**src/rtl/alarm_sounder.sv**
```systemverilog
// alarm_sounder
//   Alarm output stage. It turns the time-match level into a single alarm event
//   and drives a beeping buzzer tone. It also handles the snooze and stop
//   buttons, a bounded snooze count and an automatic ring timeout.
//
// Ports
//   clk          in   system clock, rising edge
//   rst          in   synchronous active-high reset
//   tick_1hz     in   one-cycle pulse once per second
//   alarmtrigger in   level from the time-compare block; its rising edge starts an alarm
//   snooze       in   debounced one-cycle pulse
//   stop         in   debounced one-cycle pulse
//   buzzer       out  tone output (square wave during the "on" half of each beat)
//   ringing      out  high while ringing
//   snoozing     out  high while snoozing
//   snooze_left  out  seconds left in the current snooze, 0 otherwise
//   snooze_used  out  snoozes taken in the current alarm event
//
// Interface protocol: all inputs are sampled on every rising edge, and there is
// no handshake. Every output is a flop that updates on the edge after the input
// event that caused it. The FSM state is held in state_q.
module alarm_sounder #(
  parameter int TONE_DIV     = 25000,
  parameter int SNOOZE_SEC   = 300,
  parameter int MAX_SNOOZE   = 3,
  parameter int RING_TIMEOUT = 60
) (
  input  logic       clk,
  input  logic       rst,
  input  logic       tick_1hz,
  input  logic       alarmtrigger,
  input  logic       snooze,
  input  logic       stop,
  output logic       buzzer,
  output logic       ringing,
  output logic       snoozing,
  output logic [9:0] snooze_left,
  output logic [2:0] snooze_used
);

  localparam logic [15:0] TONE_LAST   = 16'(TONE_DIV - 1);
  localparam logic [9:0]  SNOOZE_LOAD = 10'(SNOOZE_SEC);
  localparam logic [2:0]  MAX_USED    = 3'(MAX_SNOOZE);
  // The tick that would push ring_sec up to RING_TIMEOUT is the timeout tick.
  localparam logic [7:0]  RING_LAST   = 8'(RING_TIMEOUT - 1);

  typedef enum logic [1:0] {
    S_IDLE      = 2'd0,
    S_RINGING   = 2'd1,
    S_SNOOZE    = 2'd2,
    S_DISMISSED = 2'd3
  } state_t;

  state_t      state_q, state_d;
  logic        trig_q, trig_d;
  logic        beat_q, beat_d;
  logic [15:0] tone_cnt_q, tone_cnt_d;
  logic [7:0]  ring_sec_q, ring_sec_d;
  logic        buzzer_q, buzzer_d;
  logic        ringing_q, ringing_d;
  logic        snoozing_q, snoozing_d;
  logic [9:0]  snooze_left_q, snooze_left_d;
  logic [2:0]  snooze_used_q, snooze_used_d;

  logic rise;
  logic enter_ring;
  logic tone_on_q;
  logic tone_on_d;

  always_comb begin
    rise          = alarmtrigger & ~trig_q;
    enter_ring    = 1'b0;
    state_d       = state_q;
    trig_d        = alarmtrigger;
    beat_d        = beat_q;
    ring_sec_d    = ring_sec_q;
    snooze_left_d = snooze_left_q;
    snooze_used_d = snooze_used_q;

    case (state_q)
      S_IDLE: begin
        if (rise) enter_ring = 1'b1;
      end
      S_RINGING: begin
        if (stop) begin
          state_d = S_DISMISSED;
        end else if (snooze && (snooze_used_q < MAX_USED)) begin
          state_d       = S_SNOOZE;
          snooze_used_d = snooze_used_q + 3'd1;
          snooze_left_d = SNOOZE_LOAD;
        end else if (tick_1hz) begin
          // A snooze press at the limit falls through to here and is ignored.
          if (ring_sec_q == RING_LAST) begin
            state_d = S_DISMISSED;
          end else begin
            ring_sec_d = ring_sec_q + 8'd1;
            beat_d     = ~beat_q;
          end
        end
      end
      S_SNOOZE: begin
        if (stop) begin
          state_d       = S_DISMISSED;
          snooze_left_d = 10'd0;
        end else if (tick_1hz) begin
          snooze_left_d = snooze_left_q - 10'd1;
          // The snooze expires and the alarm rings again, whatever the trigger level is now.
          if (snooze_left_q == 10'd1) enter_ring = 1'b1;
        end
      end
      S_DISMISSED: begin
        // The alarm stays here until the matching minute ends, so it cannot re-ring.
        if (!alarmtrigger) begin
          state_d       = S_IDLE;
          snooze_used_d = 3'd0;
        end
      end
      default: state_d = S_IDLE;
    endcase

    if (enter_ring) begin
      state_d    = S_RINGING;
      ring_sec_d = 8'd0;
      beat_d     = 1'b1;
    end

    ringing_d  = (state_d == S_RINGING);
    snoozing_d = (state_d == S_SNOOZE);

    // The tone runs only during the "on" half of the beat. Each new on-phase
    // restarts from count 0 with the buzzer low, so the first toggle comes
    // TONE_DIV cycles after the on-phase begins.
    tone_on_q = (state_q == S_RINGING) && beat_q;
    tone_on_d = (state_d == S_RINGING) && beat_d;
    if (!tone_on_d || !tone_on_q) begin
      tone_cnt_d = 16'd0;
      buzzer_d   = 1'b0;
    end else if (tone_cnt_q == TONE_LAST) begin
      tone_cnt_d = 16'd0;
      buzzer_d   = ~buzzer_q;
    end else begin
      tone_cnt_d = tone_cnt_q + 16'd1;
      buzzer_d   = buzzer_q;
    end
  end

  always_ff @(posedge clk) begin
    if (rst) begin
      state_q       <= S_IDLE;
      trig_q        <= 1'b0;
      beat_q        <= 1'b0;
      tone_cnt_q    <= 16'd0;
      ring_sec_q    <= 8'd0;
      buzzer_q      <= 1'b0;
      ringing_q     <= 1'b0;
      snoozing_q    <= 1'b0;
      snooze_left_q <= 10'd0;
      snooze_used_q <= 3'd0;
    end else begin
      state_q       <= state_d;
      trig_q        <= trig_d;
      beat_q        <= beat_d;
      tone_cnt_q    <= tone_cnt_d;
      ring_sec_q    <= ring_sec_d;
      buzzer_q      <= buzzer_d;
      ringing_q     <= ringing_d;
      snoozing_q    <= snoozing_d;
      snooze_left_q <= snooze_left_d;
      snooze_used_q <= snooze_used_d;
    end
  end

  assign buzzer      = buzzer_q;
  assign ringing     = ringing_q;
  assign snoozing    = snoozing_q;
  assign snooze_left = snooze_left_q;
  assign snooze_used = snooze_used_q;

endmodule
```
**config.mk**
```make
export PLATFORM = sky130hd
export DESIGN_NAME = alarm_sounder
export DESIGN_NICKNAME = d
export VERILOG_FILES = /design/src/rtl/alarm_sounder.sv
export SDC_FILE = /design/constraint.sdc
export NUM_CORES = 1
export LEC_CHECK = 0
export ABC_AREA = 1
export CAP_MARGIN = 40
export CORE_MARGIN = 8
export CORE_UTILIZATION = 61
export CTS_CLUSTER_DIAMETER = 200
export CTS_CLUSTER_SIZE = 10
export DETAILED_ROUTE_END_ITERATION = 7
export PLACE_DENSITY_LB_ADDON = 0.1
export SYNTH_ARGS = -nofsm -noshare
export SYNTH_HDL_FRONTEND = slang
export SYNTH_SLANG_ARGS = --single-unit
```
**constraint.sdc**
```tcl
create_clock -name clk -period 5.2 [get_ports clk]
set_input_delay 0.52 -clock clk [delete_from_list [all_inputs] [get_ports clk]]
set_output_delay 0.52 -clock clk [all_outputs]
set_load 0.005 [all_outputs]
```
==> flow_summary_export.csv <==
group,metric,value,unit
placed_design,dpl.hpwl,3370,um
clocking,cts_setup_buffers,0,
final_layout,num_antenna_cells,0,
floorplanning,rows,22,
setup_path,critPathMaxFanout,15,
detailed_routing,post_drt_wl_per_cell,11.4,um
sta,final.period_utilization,40.9,%
logic_synthesis,avgSynthCellArea,7.28,um^2
final_layout,layout.nets,353,
detailed_routing,drt_iter0_drc,156,
floorplanning,fp.dieArea,5990,um^2
logic_synthesis,synth.cell_area,2300,um^2
logic_synthesis,synth_fa_ha_area_share,2.72,%
logic_synthesis,synth-xor-area-share,7.23,%
setup_path,required,5.39,ns
setup_path,start_kind,"primary input",
logic_synthesis,yosys.area_share.simple,32.1,%
setup_path,crit_path_max_incr_delay,0.50,ns
pwr,p_leak,0.993,nW
logic_synthesis,async_flop_share,0,%
final_layout,finalInstanceArea,2670,um^2
run_status,status,"finished, final reports clean",
logic_synthesis,synth_mux_area_share,0,%
global_routing,first_global_vias,1913,
logic_synthesis,ys.flop_type,"dfxtp_1",
placed_design,io_buffers,21,
global_routing,grt_antenna_before_repair,0,
logic_synthesis,seq_area_frac_synth,38.3,%
logic_synthesis,yosysWarningCount,0,
clocking,cts_tree,"built",
logic_synthesis,synth_edf_count,0,
placed_design,place_area,2560,um^2
clocking,root_buffer,"clkbuf_8",
worst_hold_path,hold_class,"reg2reg",
worst_hold_path,hold_start,"tone_cnt_q[0]",
setup_path,cp_cell_sequence,"clkdlybuf4s50_1, inv_1, nor2_1, nand3_1, nor2_4, nand2_1, nand2_1, a21oi_4, nand3_4, nor2_1",
detailed_routing,drt.antenna.violating_nets,0,
clocking,cts-hold-fix-buffers,0,
pwr,powerDensity,280,nW/um^2
logic_synthesis,synth_fp_nets,327,
logic_synthesis,synth_top_family_by_area,"simple AND/OR/NAND/NOR gates",
sta,finalMaxSlewViolations,0,
logic_synthesis,synth_cell_type_count,28,
sta,setup_viol,0,
global_routing,globalRouteOverflowTotal,0,
global_routing,track_usage,15.8,%
clocking,cts.sinks,44,
floorplanning,ioPinCount,22,
logic_synthesis,post-synth-top-count-cell,"inv_1",
detailed_routing,drc,0,
final_layout,syn2layout_area_growth,16.1,%
detailed_routing,routed_wl,4450,um
logic_synthesis,yosysTopAreaCell,"dfxtp_1",
setup_path,startpoint,"tick_1hz",
logic_synthesis,ys_seq_elements,44,
setup_path,crit_slowest_cell,"clkdlybuf4s50_1",
clocking,insertion_delay,0.30,ns
sta,max_freq,471,MHz
sta,rsz0062_at_grt,"false",
detailed_routing,vias_per_cell,5.19,
global_routing,grt_pass1_wl,8050,um
logic_synthesis,synth-compound-area-share,10.2,%
logic_synthesis,synthCells,316,
clocking,cts_htree_levels,2,
setup_path,critPathKind,"in2reg",
sta,relSlewSlack,58.9,%
floorplanning,die_y,77.4,um
setup_path,r2r_start,"ring_sec_q[0]",
clocking,clk_pin_slew,0.08,ns
placed_design,place_congestion,0.875,
clocking,cts_buffer_depth,2,
floorplanning,initial_utilization,63.3,%
floorplanning,die_w,77.4,um
sta,tightest_slew,0.614,ns
clocking,cts_made_buffers,5,
logic_synthesis,synth_commonest_cells,"51 x inv_1, 48 x nand2_1, 44 x dfxtp_1",
sta,fin_crit,2.12,ns
detailed_routing,routed-via-count,2030,
clocking,cts_resized,0,
global_routing,grt_max_degree,16,
sta,fin_skew,0.00444,ns
floorplanning,core_region_area,3630,um^2
setup_path,cp-end-kind,"register",
pwr,irDropWorstVdd,0.245,mV
sta,tns,0,ns
logic_synthesis,synth_top_area_share,38.3,%
logic_synthesis,synth_area_leaders,"dfxtp_1 38%, inv_1 8.3%, nand2_1 7.8%",
sta,hold_viol_final,0,
detailed_routing,first_pass_iters,4,
run,cap_violations,0,
final_layout,final_layout_size_suffix_gt1_share,9.62,%
setup_path,cp.arrival,2.31,ns
[kinds of logic (layout without fill, tap and decap cells)]
group | after synthesis | after routing
AOI/OAI and AO/OA | 41 | 41
xor gates and xnor gates | 19 | 19
adders and majority gates | 5 | 5
buffers and inverters | 56 | 83
DFF | 44 | 44
and+or+nand+nor | 151 | 151
[layout by cell type, fill, tap and decap left out, drive strengths merged, types with 6 or more instances in the layout]
| cell type | netlist | layout |
|---|---|---|
| a21oi | 17 | 17 |
| clkdlybuf4s50 | 0 | 21 |
| dfxtp | 44 | 44 |
| inv | 54 | 55 |
| nand2 | 51 | 51 |
| nand3 | 28 | 28 |
| nor2 | 50 | 50 |
| nor3 | 11 | 11 |
| o21ai | 14 | 14 |
| xnor2 | 6 | 6 |
| xor2 | 13 | 13 |
[per-stage QoR]
step                power, mW  utilization, %  hold slack [ns]  setup WS, ns  instances
finish                  0.748            73.5            0.462          3.08        391
global route            0.788            73.5            0.489          2.95        391
detailed placement      0.491            70.4            0.447          2.75        383
CTS                     0.756            73.5            0.468          3.07        391
global placement        0.490            70.4            0.437          2.82        383
floorplan               0.450               -            0.427          3.44        316
[final timing paths]
path | slack, ns | cells after the start | endpoint
setup / recovery | 3.08 | 10 | tone_cnt_q[10]
hold / removal | 0.46 | 1 | tone_cnt_q[0]
setup reg to reg | 3.30 | 9 | tone_cnt_q[10]
hold reg to reg | 0.46 | 1 | tone_cnt_q[0]
[worst max-delay path, delay by kind of cell]
kind	cells	cell delay [ns]
buf+inv	2	0.57
simple gates	7	1.15
compound gates	1	0.07
[per-layer routing]
layer	part of all wire, %	GRT usage, %	up-vias
met2	46	26.1	32
met5	0	0	-
li1	-	-	1069
met1	49	18.8	922
met4	1.5	6.42	0
met3	4.1	4.72	7
[state kept, by name, indices dropped and copies added (netlist names)]
register and cells:
trig_q 1, ringing 1, state_q 2, beat_q 1
tone_cnt_q 16, snooze_left 10, buzzer 1, snooze_used 3
ring_sec_q 8, snoozing 1
[cell type report]
type | count | area (um^2)
Timing Repair Buffer | 21 | 210
Clock buffer | 5 | 68.8
Fill cell | 311 | 962
Sequential cell | 44 | 881
Tap cell | 48 | 60.1
Multi-Input combinational cell | 216 | 1200
Clock inverter | 3 | 46.3
Inverter | 54 | 203
[where the power goes]
| part | leakage (nW) | switching [mW] | internal, mW |
|---|---|---|---|
| clock network | 0.0548 | 0.121 | 0.145 |
| registers | 0.356 | 0.0133 | 0.350 |
| logic | 0.581 | 0.0685 | 0.0516 |
| total | 0.993 | 0.203 | 0.546 |
Note: power is estimated with default switching activity, not from simulation.
